## src/rtl/vls_sequencer_if.sv

```systemverilog
// Request, memory-bus and vector-serial-port signals between the opcode decoder/memory side and vls_sequencer.
// master drives requests and read data; slave (the sequencer) drives strobes, addresses and write data.
interface vls_sequencer_if #(
    parameter int AW = 16,
    parameter int DW = 16
);
    logic          Start;
    logic          Op;
    logic [AW-1:0] BaseAddr;
    logic [2:0]    VRegSel;
    logic          Busy;
    logic          Done;
    logic [AW-1:0] Addr;
    logic          RD;
    logic          WR;
    logic [DW-1:0] DataOut;
    logic [DW-1:0] DataIn;
    logic [2:0]    vAddr;
    logic [3:0]    vElem;
    logic          vRD_s;
    logic          vWR_s;
    logic [DW-1:0] vInS;
    logic [DW-1:0] vOutS;

    modport master (
        output Start, Op, BaseAddr, VRegSel, DataIn, vOutS,
        input  Busy, Done, Addr, RD, WR, DataOut, vAddr, vElem, vRD_s, vWR_s, vInS
    );

    modport slave (
        input  Start, Op, BaseAddr, VRegSel, DataIn, vOutS,
        output Busy, Done, Addr, RD, WR, DataOut, vAddr, vElem, vRD_s, vWR_s, vInS
    );
endinterface

```

## src/rtl/vls_sequencer.sv

```systemverilog
// Vector load/store sequencer: moves NELEM elements between memory and a vector register's serial port.
// Busy for NELEM+1 cycles after Start (Done in the last); no backpressure, Start while Busy is dropped.
module vls_sequencer #(
    parameter int NELEM = 16,
    parameter int AW    = 16,
    parameter int DW    = 16
) (
    input  logic          Clk1,
    input  logic          Reset,
    vls_sequencer_if.slave bus
);
    localparam int KW = $clog2(NELEM) + 1;

    typedef enum logic [1:0] {
        S_IDLE,
        S_LOAD,
        S_STORE,
        S_TAIL
    } state_t;

    state_t        state_q;
    logic [KW-1:0] k_q;
    logic [KW-1:0] k_d;
    logic [KW-1:0] km1;
    logic          op_q;
    logic [AW-1:0] base_q;
    logic [2:0]    vreg_q;
    logic          last_k;

    logic          rd;
    logic          wr;
    logic          vrd;
    logic          vwr;
    logic [AW-1:0] addr;
    logic [3:0]    velem;
    logic [DW-1:0] wr_dat;
    logic [DW-1:0] vin_dat;

    assign k_d    = k_q + KW'(1);
    assign km1    = k_q - KW'(1);
    assign last_k = (k_q == KW'(NELEM - 1));

    // k runs on to NELEM in TAIL so the trailing write reuses the k-1 decode path.
    always_ff @(posedge Clk1 or negedge Reset) begin
        if (!Reset) begin
            state_q <= S_IDLE;
            k_q     <= '0;
            op_q    <= 1'b0;
            base_q  <= '0;
            vreg_q  <= '0;
        end else begin
            case (state_q)
                S_IDLE: begin
                    if (bus.Start) begin
                        op_q    <= bus.Op;
                        base_q  <= bus.BaseAddr;
                        vreg_q  <= bus.VRegSel;
                        k_q     <= '0;
                        state_q <= bus.Op ? S_STORE : S_LOAD;
                    end
                end
                S_LOAD, S_STORE: begin
                    k_q <= k_d;
                    if (last_k) begin
                        state_q <= S_TAIL;
                    end
                end
                S_TAIL: begin
                    k_q     <= '0;
                    state_q <= S_IDLE;
                end
                default: begin
                    k_q     <= '0;
                    state_q <= S_IDLE;
                end
            endcase
        end
    end

    always_comb begin
        rd    = (state_q == S_LOAD);
        vrd   = (state_q == S_STORE);
        vwr   = ((state_q == S_LOAD) && (k_q != '0)) || ((state_q == S_TAIL) && !op_q);
        wr    = ((state_q == S_STORE) && (k_q != '0)) || ((state_q == S_TAIL) && op_q);
        addr  = '0;
        velem = '0;
        if (rd) begin
            addr = base_q + AW'(k_q);
        end else if (wr) begin
            addr = base_q + AW'(km1);
        end
        if (vrd) begin
            velem = 4'(k_q);
        end else if (vwr) begin
            velem = 4'(km1);
        end
    end

    // Data paths are straight wires, held at zero outside their strobe so idle/reset buses read 0.
    assign wr_dat  = wr  ? bus.vOutS  : '0;
    assign vin_dat = vwr ? bus.DataIn : '0;

    assign bus.Busy    = (state_q != S_IDLE);
    assign bus.Done    = (state_q == S_TAIL);
    assign bus.RD      = rd;
    assign bus.WR      = wr;
    assign bus.vRD_s   = vrd;
    assign bus.vWR_s   = vwr;
    assign bus.Addr    = addr;
    assign bus.vElem   = velem;
    assign bus.vAddr   = (state_q != S_IDLE) ? vreg_q : 3'd0;
    assign bus.DataOut = wr_dat;
    assign bus.vInS    = vin_dat;
endmodule

```

## src/flat_wrapper.sv

```systemverilog
// flat-port wrapper written by rule: the top's interface ports become plain ports
module vls_sequencer_flat 
#(
    parameter int NELEM = 16,
    parameter int AW    = 16,
    parameter int DW    = 16
)
  (Clk1, Reset, bus_Start, bus_Op, bus_BaseAddr, bus_VRegSel, bus_DataIn, bus_vOutS, bus_Busy, bus_Done, bus_Addr, bus_RD, bus_WR, bus_DataOut, bus_vAddr, bus_vElem, bus_vRD_s, bus_vWR_s, bus_vInS);
  vls_sequencer_if #(.AW(AW), .DW(DW)) bus_i ();
  input  logic Clk1;
  input  logic Reset;
  input wire logic [$bits(bus_i.Start)-1:0] bus_Start;
  input wire logic [$bits(bus_i.Op)-1:0] bus_Op;
  input wire logic [$bits(bus_i.BaseAddr)-1:0] bus_BaseAddr;
  input wire logic [$bits(bus_i.VRegSel)-1:0] bus_VRegSel;
  input wire logic [$bits(bus_i.DataIn)-1:0] bus_DataIn;
  input wire logic [$bits(bus_i.vOutS)-1:0] bus_vOutS;
  output wire logic [$bits(bus_i.Busy)-1:0] bus_Busy;
  output wire logic [$bits(bus_i.Done)-1:0] bus_Done;
  output wire logic [$bits(bus_i.Addr)-1:0] bus_Addr;
  output wire logic [$bits(bus_i.RD)-1:0] bus_RD;
  output wire logic [$bits(bus_i.WR)-1:0] bus_WR;
  output wire logic [$bits(bus_i.DataOut)-1:0] bus_DataOut;
  output wire logic [$bits(bus_i.vAddr)-1:0] bus_vAddr;
  output wire logic [$bits(bus_i.vElem)-1:0] bus_vElem;
  output wire logic [$bits(bus_i.vRD_s)-1:0] bus_vRD_s;
  output wire logic [$bits(bus_i.vWR_s)-1:0] bus_vWR_s;
  output wire logic [$bits(bus_i.vInS)-1:0] bus_vInS;
  assign bus_i.Start = bus_Start;
  assign bus_i.Op = bus_Op;
  assign bus_i.BaseAddr = bus_BaseAddr;
  assign bus_i.VRegSel = bus_VRegSel;
  assign bus_i.DataIn = bus_DataIn;
  assign bus_i.vOutS = bus_vOutS;
  assign bus_Busy = bus_i.Busy;
  assign bus_Done = bus_i.Done;
  assign bus_Addr = bus_i.Addr;
  assign bus_RD = bus_i.RD;
  assign bus_WR = bus_i.WR;
  assign bus_DataOut = bus_i.DataOut;
  assign bus_vAddr = bus_i.vAddr;
  assign bus_vElem = bus_i.vElem;
  assign bus_vRD_s = bus_i.vRD_s;
  assign bus_vWR_s = bus_i.vWR_s;
  assign bus_vInS = bus_i.vInS;
  vls_sequencer #(.NELEM(NELEM), .AW(AW), .DW(DW)) u_core (.Clk1(Clk1), .Reset(Reset), .bus(bus_i));
endmodule
```

## config.mk

```make
export PLATFORM = sky130hd
export DESIGN_NAME = vls_sequencer_flat
export DESIGN_NICKNAME = d
export VERILOG_FILES = /design/src/rtl/vls_sequencer_if.sv /design/src/rtl/vls_sequencer.sv /design/src/flat_wrapper.sv
export SDC_FILE = /design/constraint.sdc
export NUM_CORES = 1
export LEC_CHECK = 0
export BUFFER_PORTS_ARGS = -buffer_cell sky130_fd_sc_hd__buf_2
export CAP_MARGIN = 20
export CORE_ASPECT_RATIO = 0.7
export CORE_MARGIN = 2
export CORE_UTILIZATION = 29
export DETAILED_ROUTE_END_ITERATION = 7
export PLACE_DENSITY = 0.57
export SLEW_MARGIN = 20
export SYNTH_ARGS = -nofsm -noshare
export SYNTH_HDL_FRONTEND = slang
export SYNTH_SLANG_ARGS = --single-unit
```

## constraint.sdc

```tcl
create_clock -name Clk1 -period 5.7 [get_ports Clk1]
set_clock_uncertainty 0.1 [all_clocks]
set_input_delay 0.855 -clock Clk1 [delete_from_list [all_inputs] [get_ports Clk1]]
set_output_delay 0.855 -clock Clk1 [all_outputs]
set_load 0.02 [all_outputs]
```

==> key figures, run 1 <==
Run status
  – Status: finished, final reports clean

Timing
  – RSZ-0062 raised after global routing: false
  – Slew headroom: 42.3%
  – Worst Max-Slew Pin Slew: 863 ps
  – Slew Viols, Final: 0
  – Tcrit/Tclk final: 75.5%
  – Final Hold Vio Count: 0
  – Final worst slack: 1390 ps
  – Setup TNS: 0 ps
  – Final worst path period need: 4310 ps
  – Fmax achieved: 0.232 GHz
  – Setup violators final: 0

Min path
  – Hold Path Stages: 1
  – Hold path start: u_core.vreg_q[2]
  – Worst Hold End: u_core.vreg_q[2]
  – Min-Delay Path Class: reg2reg

Worst setup path
  – Crit. End Element: output pin
  – CP startpoint kind: flop
  – CP Data Required Time: 4740 ps
  – R2R setup slack: 3500 ps
  – Arr. time, crit path: 3350 ps
  – Worst R2R End: u_core.base_q[2]
  – Reg2reg path depth: 4
  – Crit Path Class: reg2out
  – R2R Path Start: u_core.state_q[1]
  – Crit Path Max Fanout: 9

Placement
  – Post-Place Cells: 512
  – PortBufs: 115
  – Routability congestion estimate: 0.846
  – Pre-CTS setup slack: 1650 ps
  – DP Wirelength: 5690 microns

Layout
  – Layout area overhead: 28.7%
  – Nets: 472
  – Post-layout util: 38.4%
  – Layout cells sized above 1: 37.1%
  – Non-Filler Instances: 516
  – # diodes: 0
  – Fillers: 898

Global routing
  – Grt ovf: 0
  – Initial antenna violation count: 0
  – Largest net degree at the start of global routing: 32
  – GRT Overall Usage: 14.6%
  – First-pass GRT wire length: 11,000 microns
  – Vias in the first global route: 2,207

Routing
  – Avg WL per Cell: 13.9 microns
  – Initial DRC count: 185
  – WL final: 7190 microns
  – Antenna Violating Nets Remaining: 0
  – Drt drc: 0
  – Total vias in the final route: 2,486
  – Vias per cell: 4.82
  – Pre-antenna DRT Iters: 4

Clocking
  – Clock slew at reported path FFs: 80 ps
  – Htree depth: 1
  – Max clock buf depth: 2
  – Clock sinks: 27
  – Cts hold-fix bufs: 0
  – CTS tree: done
  – Clk Latency, worst-skew pair: 270 ps
  – Total CTS buffers: 3
  – Post-CTS Resized: 0
  – Post-CTS Setup Bufs: 0
  – CTS Root Cell: clkbuf_16

Yosys
  – Synthesized Nets: 369
  – Mapped Cells: 294
  – Distinct cells, synth: 48
  – Synth Area per Inst: 8.61 sq um
  – Dominant synthesized flop cell: dfrtp_1
  – Async set or reset register ratio after synthesis: 100%
  – Seq/Total Area, Yosys: 26.7%
  – Post-synth EDFFs: 0
  – Mapped Area: 2530 sq um
  – Yosys reg bits: 27
  – YS warnings: 0

Pwr
  – Total power: 2.19 mW
  – Peak supply drop: 198 uV
  – Power density cells: 673 nW/um^2
  – P_leak: 1.67 nW

Floorplanning
  – Die area: 9500 sq um
  – Die X: 116 microns
  – FP Rows: 28
  – IO Count: 116
  – Die H: 82.2 microns
  – Core area: 8480 sq um
  – Initial cell density of the core: 29.9%

Job
  – Max Cap Viol: 0
==> cells in the mapped netlist (2+ instances only) <==
library cell | n | area (sq um)
nor2_1 | 11 | 41.3
nand4_1 | 2 | 12.5
o21bai_1 | 2 | 15.0
buf_6 | 2 | 22.5
a31oi_1 | 3 | 18.8
a21oi_1 | 19 | 95.1
a22o_1 | 2 | 17.5
and2_1 | 16 | 100
fa_1 | 2 | 40.0
and3_1 | 2 | 12.5
a211oi_1 | 9 | 67.6
clkbuf_1 | 10 | 37.5
nand3_1 | 8 | 40.0
o31ai_1 | 4 | 30.0
o211ai_1 | 2 | 15.0
mux2i_1 | 5 | 50.1
buf_1 | 2 | 7.51
nand3b_1 | 2 | 15.0
xor2_1 | 5 | 43.8
nand2b_1 | 3 | 18.8
nor2b_1 | 11 | 68.8
ha_1 | 18 | 225
nor3_1 | 4 | 20.0
dfrtp_1 | 27 | 676
mux2_2 | 23 | 259
or3_1 | 2 | 12.5
a21o_1 | 3 | 22.5
o21a_1 | 3 | 22.5
nand2_1 | 21 | 78.8
inv_1 | 15 | 56.3
buf_2 | 2 | 10.0
a21boi_0 | 3 | 22.5
a2111oi_0 | 2 | 17.5
o21ai_1 | 2 | 10.0
xnor2_1 | 3 | 26.3
and2b_1 | 11 | 82.6
o22ai_1 | 4 | 25.0
o21ai_0 | 18 | 90.1
o31a_1 | 2 | 17.5
==> per-layer routing <==
layer	vias to the layer above	wire (microns)	track usage, %
met5	-	0	0
met2	94	2980	22.3
li1	1247	-	-
met1	1141	3610	22.1
met4	0	25	1.79
met3	4	569	2.63
==> logic make-up (layout without fill, tap and decap cells) <==
family          count (synthesis)  after routing  synth area share (%)
mux                            28             28                  12.2
flops                          27             27                  26.7
xor+xnor                        8              8                  2.77
buf+inv                        32            134                  5.59
fa+ha+maj                      20             20                  10.5
simple gates                   97             97                  21.4
compound gates                 82             82                  20.9
==> state kept, by name, indices dropped and copies added, names as in the netlist <==
name / count
u_core.base_q: 16
u_core.k_q: 5
u_core.op_q: 1
u_core.state_q: 2
u_core.vreg_q: 3
==> stage by stage <==
step | area (sq um) | hold WS (ps)
after global placement | 3170 | 381
after global routing | 3260 | 450
after floorplan | 2530 | 371
after detailed placement | 3170 | 395
final | 3260 | 408
after CTS | 3260 | 413
==> power by group <==
part	switching (mW)	internal [mW]	leakage [nW]	total [mW]
Combinational	0.972	0.633	1.30	1.61
Sequential	0.137	0.281	0.327	0.418
Clock	0.0725	0.0972	0.0415	0.170
==> worst max-delay path, cell delays in order (launching register included) <==
cell       delay, ps
dfrtp_1          470
inv_1            130
ha_1             220
or4b_4           520
nand2_1           90
ha_1             180
a21boi_0         460
nor2_1           210
o31a_1           270
a2111oi_0        300
buf_2            240
==> layout by cell type, fill, tap and decap left out, drive strengths merged, types with 3 or more instances in the layout <==
cell type  instances
xor2               5
inv               16
mux2              23
a21o               3
a21boi             3
nor2              11
ha                18
buf              115
and2b             11
a31oi              3
xnor2              3
nand3              8
a211oi             9
a21oi             21
mux2i              5
nand2b             3
nor2b             11
o22ai              4
o21a               3
clkbuf             3
dfrtp             27
o31ai              4
and2              17
o21ai             20
nand2             21
nor3               4
==> worst max path at each step <==
stage / startpoint / end / slack, ps / depth (start not counted)
2_1_floorplan: u_core.k_q[0] / bus_Addr[12] / 1540 / 8
3_3_place_gp: u_core.k_q[0] / bus_Addr[12] / 1730 / 10
3_5_place_dp: u_core.k_q[0] / bus_Addr[12] / 1650 / 10
4_1_cts: u_core.k_q[0] / bus_Addr[12] / 1340 / 10
5_1_grt: u_core.k_q[0] / bus_Addr[12] / 1140 / 10
6_report: u_core.k_q[0] / bus_Addr[12] / 1390 / 10
==> cell type report <==
cell class	count	area (sq um)	area share, %
Clock inverter	1	8.76	0.269
Clock buffer	3	75.1	2.30
Timing Repair Buffer	115	576	17.7
Multi-Input combinational cell	235	1720	52.7
Tap cell	120	150	4.61
Sequential cell	27	676	20.7
Inverter	15	56.3	1.73
No activity file was read; power rests on OpenSTA's default activity.
==> run 2, diff against run 1 <==
Settings changed: PLACE_DENSITY 0.57 to 0.59.
Clock period 5.7 ns to 3.9 ns, I/O delays scaled along.
==> key figures, run 2 (synthesis gave the netlist of run 1 again) <==
Run status
  – Status: finished, final reports clean

Worst setup path
  – Crit Path Max Fanout: 9 (unchanged)
  – Crit Path Class: reg2out
  – Largest stage delay on the critical path: 500 ps (-20 ps)
  – CP startpoint kind: flop
  – CP max stage cell: or4b_4
  – Crit. End Element: output pin
  – Reg2reg path depth: 4 (unchanged)
  – Arr. time, crit path: 3040 ps (-310 ps)
  – R2R setup slack: 1720 ps (-1780 ps)
  – Crit path from: u_core.k_q[0]
  – CP Capture Point: bus_Addr[14]
  – CP Data Required Time: 3210 ps (-1530 ps)
  – Worst R2R End: u_core.vreg_q[2]
  – R2R Path Start: u_core.state_q[1]
  – CP Cell Sequence: inv_1 > ha_2 > or4b_4 > nand2_1 > ha_1 > a21boi_2 > buf_4 > or3_1 > a21oi_1 > a2111oi_1 > buf_2

Layout
  – Largest Register: u_core.base_q
  – Layout area overhead: 30.6%
  – Max FFs per register: 16 (unchanged)
  – Largest regs: u_core.base_q x16, u_core.k_q x5, u_core.vreg_q x3
  – # diodes: 0 (unchanged)
  – Layout cells sized above 1: 39.3% (+2.1 points)
  – Commonest non-fill, non-tap cell in the layout: buf_2
  – Final Cell Area: 3310 sq um (+1.5%)
  – Most frequent cells in the layout: buf_2, dfrtp_1, mux2_2
  – Nets: 476 (+0.85%)

Clocking
  – Total CTS buffers: 3 (unchanged)
  – CTS Root Cell: clkbuf_16
  – Clock slew at reported path FFs: 70 ps (about the same)
  – Max clock buf depth: 2 (unchanged)
  – Cts hold-fix bufs: 0 (unchanged)
  – Clock sinks: 27 (unchanged)
  – Htree depth: 1 (unchanged)
  – CTS tree: done
  – Clk Latency, worst-skew pair: 260 ps (about the same)

Job
  – Max Cap Viol: 0 (unchanged)

Timing
  – Final worst slack: 180 ps (-1210 ps)
  – Setup TNS: 0 ps (unchanged)
  – Setup violators final: 0 (unchanged)
  – Tcrit/Tclk final: 95.4%
  – Slew Viols, Final: 0 (unchanged)
  – Final worst path period need: 3720 ps
  – Fmax achieved: 0.269 GHz
  – Final Hold Vio Count: 0 (unchanged)
  – RSZ-0062 raised after global routing: false
  – Worst Max-Slew Pin Slew: 855 ps (-8.67 ps)
  – Slew headroom: 42.9% (+0.58 points)

Floorplanning
  – Die X: 116 microns (unchanged)
  – Core area: 8480 sq um (unchanged)
  – Die area: 9500 sq um (unchanged)
  – Initial cell density of the core: 29.9% (unchanged)
  – FP Rows: 28 (unchanged)
  – IO Count: 116 (unchanged)
  – Die H: 82.2 microns (unchanged)

Global routing
  – GRT Overall Usage: 15.0% (+0.34 points)
  – Met2 GRT Util: 23.0% (+0.70 points)
  – Grt ovf: 0 (unchanged)
  – Largest net degree at the start of global routing: 28 (-13%)
  – First-pass GRT wire length: 11,200 microns (+1.5%)
  – Busiest grt layer: met2
  – Vias in the first global route: 2,260 (+2.4%)
  – Grt met1 use: 22.3% (+0.21 points)
  – Initial antenna violation count: 0 (unchanged)
  – Met3 usage: 2.34% (-0.29 points)

Routing
  – Total vias in the final route: 2,558 (+2.9%)
  – WL final: 7360 microns (+2.4%)
  – Drt drc: 0 (unchanged)
  – Pre-antenna DRT Iters: 4 (unchanged)
  – Vias per cell: 4.92 (+2.1%)
  – Avg WL per Cell: 14.2 microns (+1.6%)
  – Initial DRC count: 147 (-21%)
  – Antenna Violating Nets Remaining: 0 (unchanged)

Pwr
  – Power density cells: 998 nW/um^2 (+48%)
  – Peak supply drop: 280 uV (+41%)
  – P_leak: 1.68 nW (+1.0%)

Placement
  – DP Wirelength: 5940 microns (+4.5%)
  – Dpl cell area: 3200 sq um (+0.95%)
  – Routability congestion estimate: 0.854 (+0.98%)
  – Pre-CTS setup slack: 341 ps (-1310 ps)
  – PortBufs: 115 (unchanged)

Min path
  – Min-Delay Path Class: in2async
-- run 2: how the worst min path moves through the flow --
stage                     start                 to  slack (ps)  depth (start not counted)
2_1_floorplan             Reset   u_core.base_q[0]         190                          0
6_report                  Reset      u_core.k_q[3]         230                          1
3_5_place_dp   u_core.vreg_q[1]   u_core.vreg_q[1]         390                          1
5_1_grt                   Reset  u_core.state_q[1]         280                          1
3_3_place_gp   u_core.vreg_q[2]   u_core.vreg_q[2]         380                          1
4_1_cts                   Reset      u_core.k_q[3]         250                          1
-- run 2: timing repair --
action / CTS / global route
buffers inserted: 0 / 0
resized for setup: 0 / 10
endpoints found under the setup margin: 0 / 9
-- run 2: cell type report --
cell class	count	area [sq um]
Multi-Input combinational cell	235	1730
Timing Repair Buffer	119	606
Fill cell	891	5170
Sequential cell	27	677
Clock buffer	3	75.1
Tap cell	120	150
Inverter	15	56.3
Clock inverter	1	7.51
-- run 2: through the flow --
step | std cells | hold slack (ps) | util, % | power [mW]
floorplan | 294 | 189 | - | 2.33
global placement | 516 | 381 | 37.8 | 2.97
detailed placement | 516 | 391 | 37.8 | 3.01
CTS | 520 | 254 | 38.7 | 3.26
global route | 520 | 279 | 39.0 | 3.60
finish | 520 | 234 | 39.0 | 3.30
-- run 2: worst max-delay path: cells and delay by family, from the launching register on --
kind / cells / cell delay (ps)
buffers and inverters: 3 / 460
and+or+nand+nor: 3 / 940
AOI/OAI and AO/OA: 3 / 420
adders and majority gates: 2 / 470
DFF: 1 / 470
-- run 2: metal layers --
metal | part of all wire [%] | vias up | routed length (microns)
met3 | 9.5 | 2 | 703
met5 | 0 | - | 0
met1 | 47 | 1187 | 3460
met4 | 0.67 | 0 | 49
met2 | 43 | 105 | 3150
li1 | - | 1264 | -
-- run 2: power by group --
| part | switching (mW) | internal (mW) |
|---|---|---|
| Sequential | 0.203 | 0.412 |
| Clock | 0.100 | 0.139 |
| Combinational | 1.45 | 0.990 |
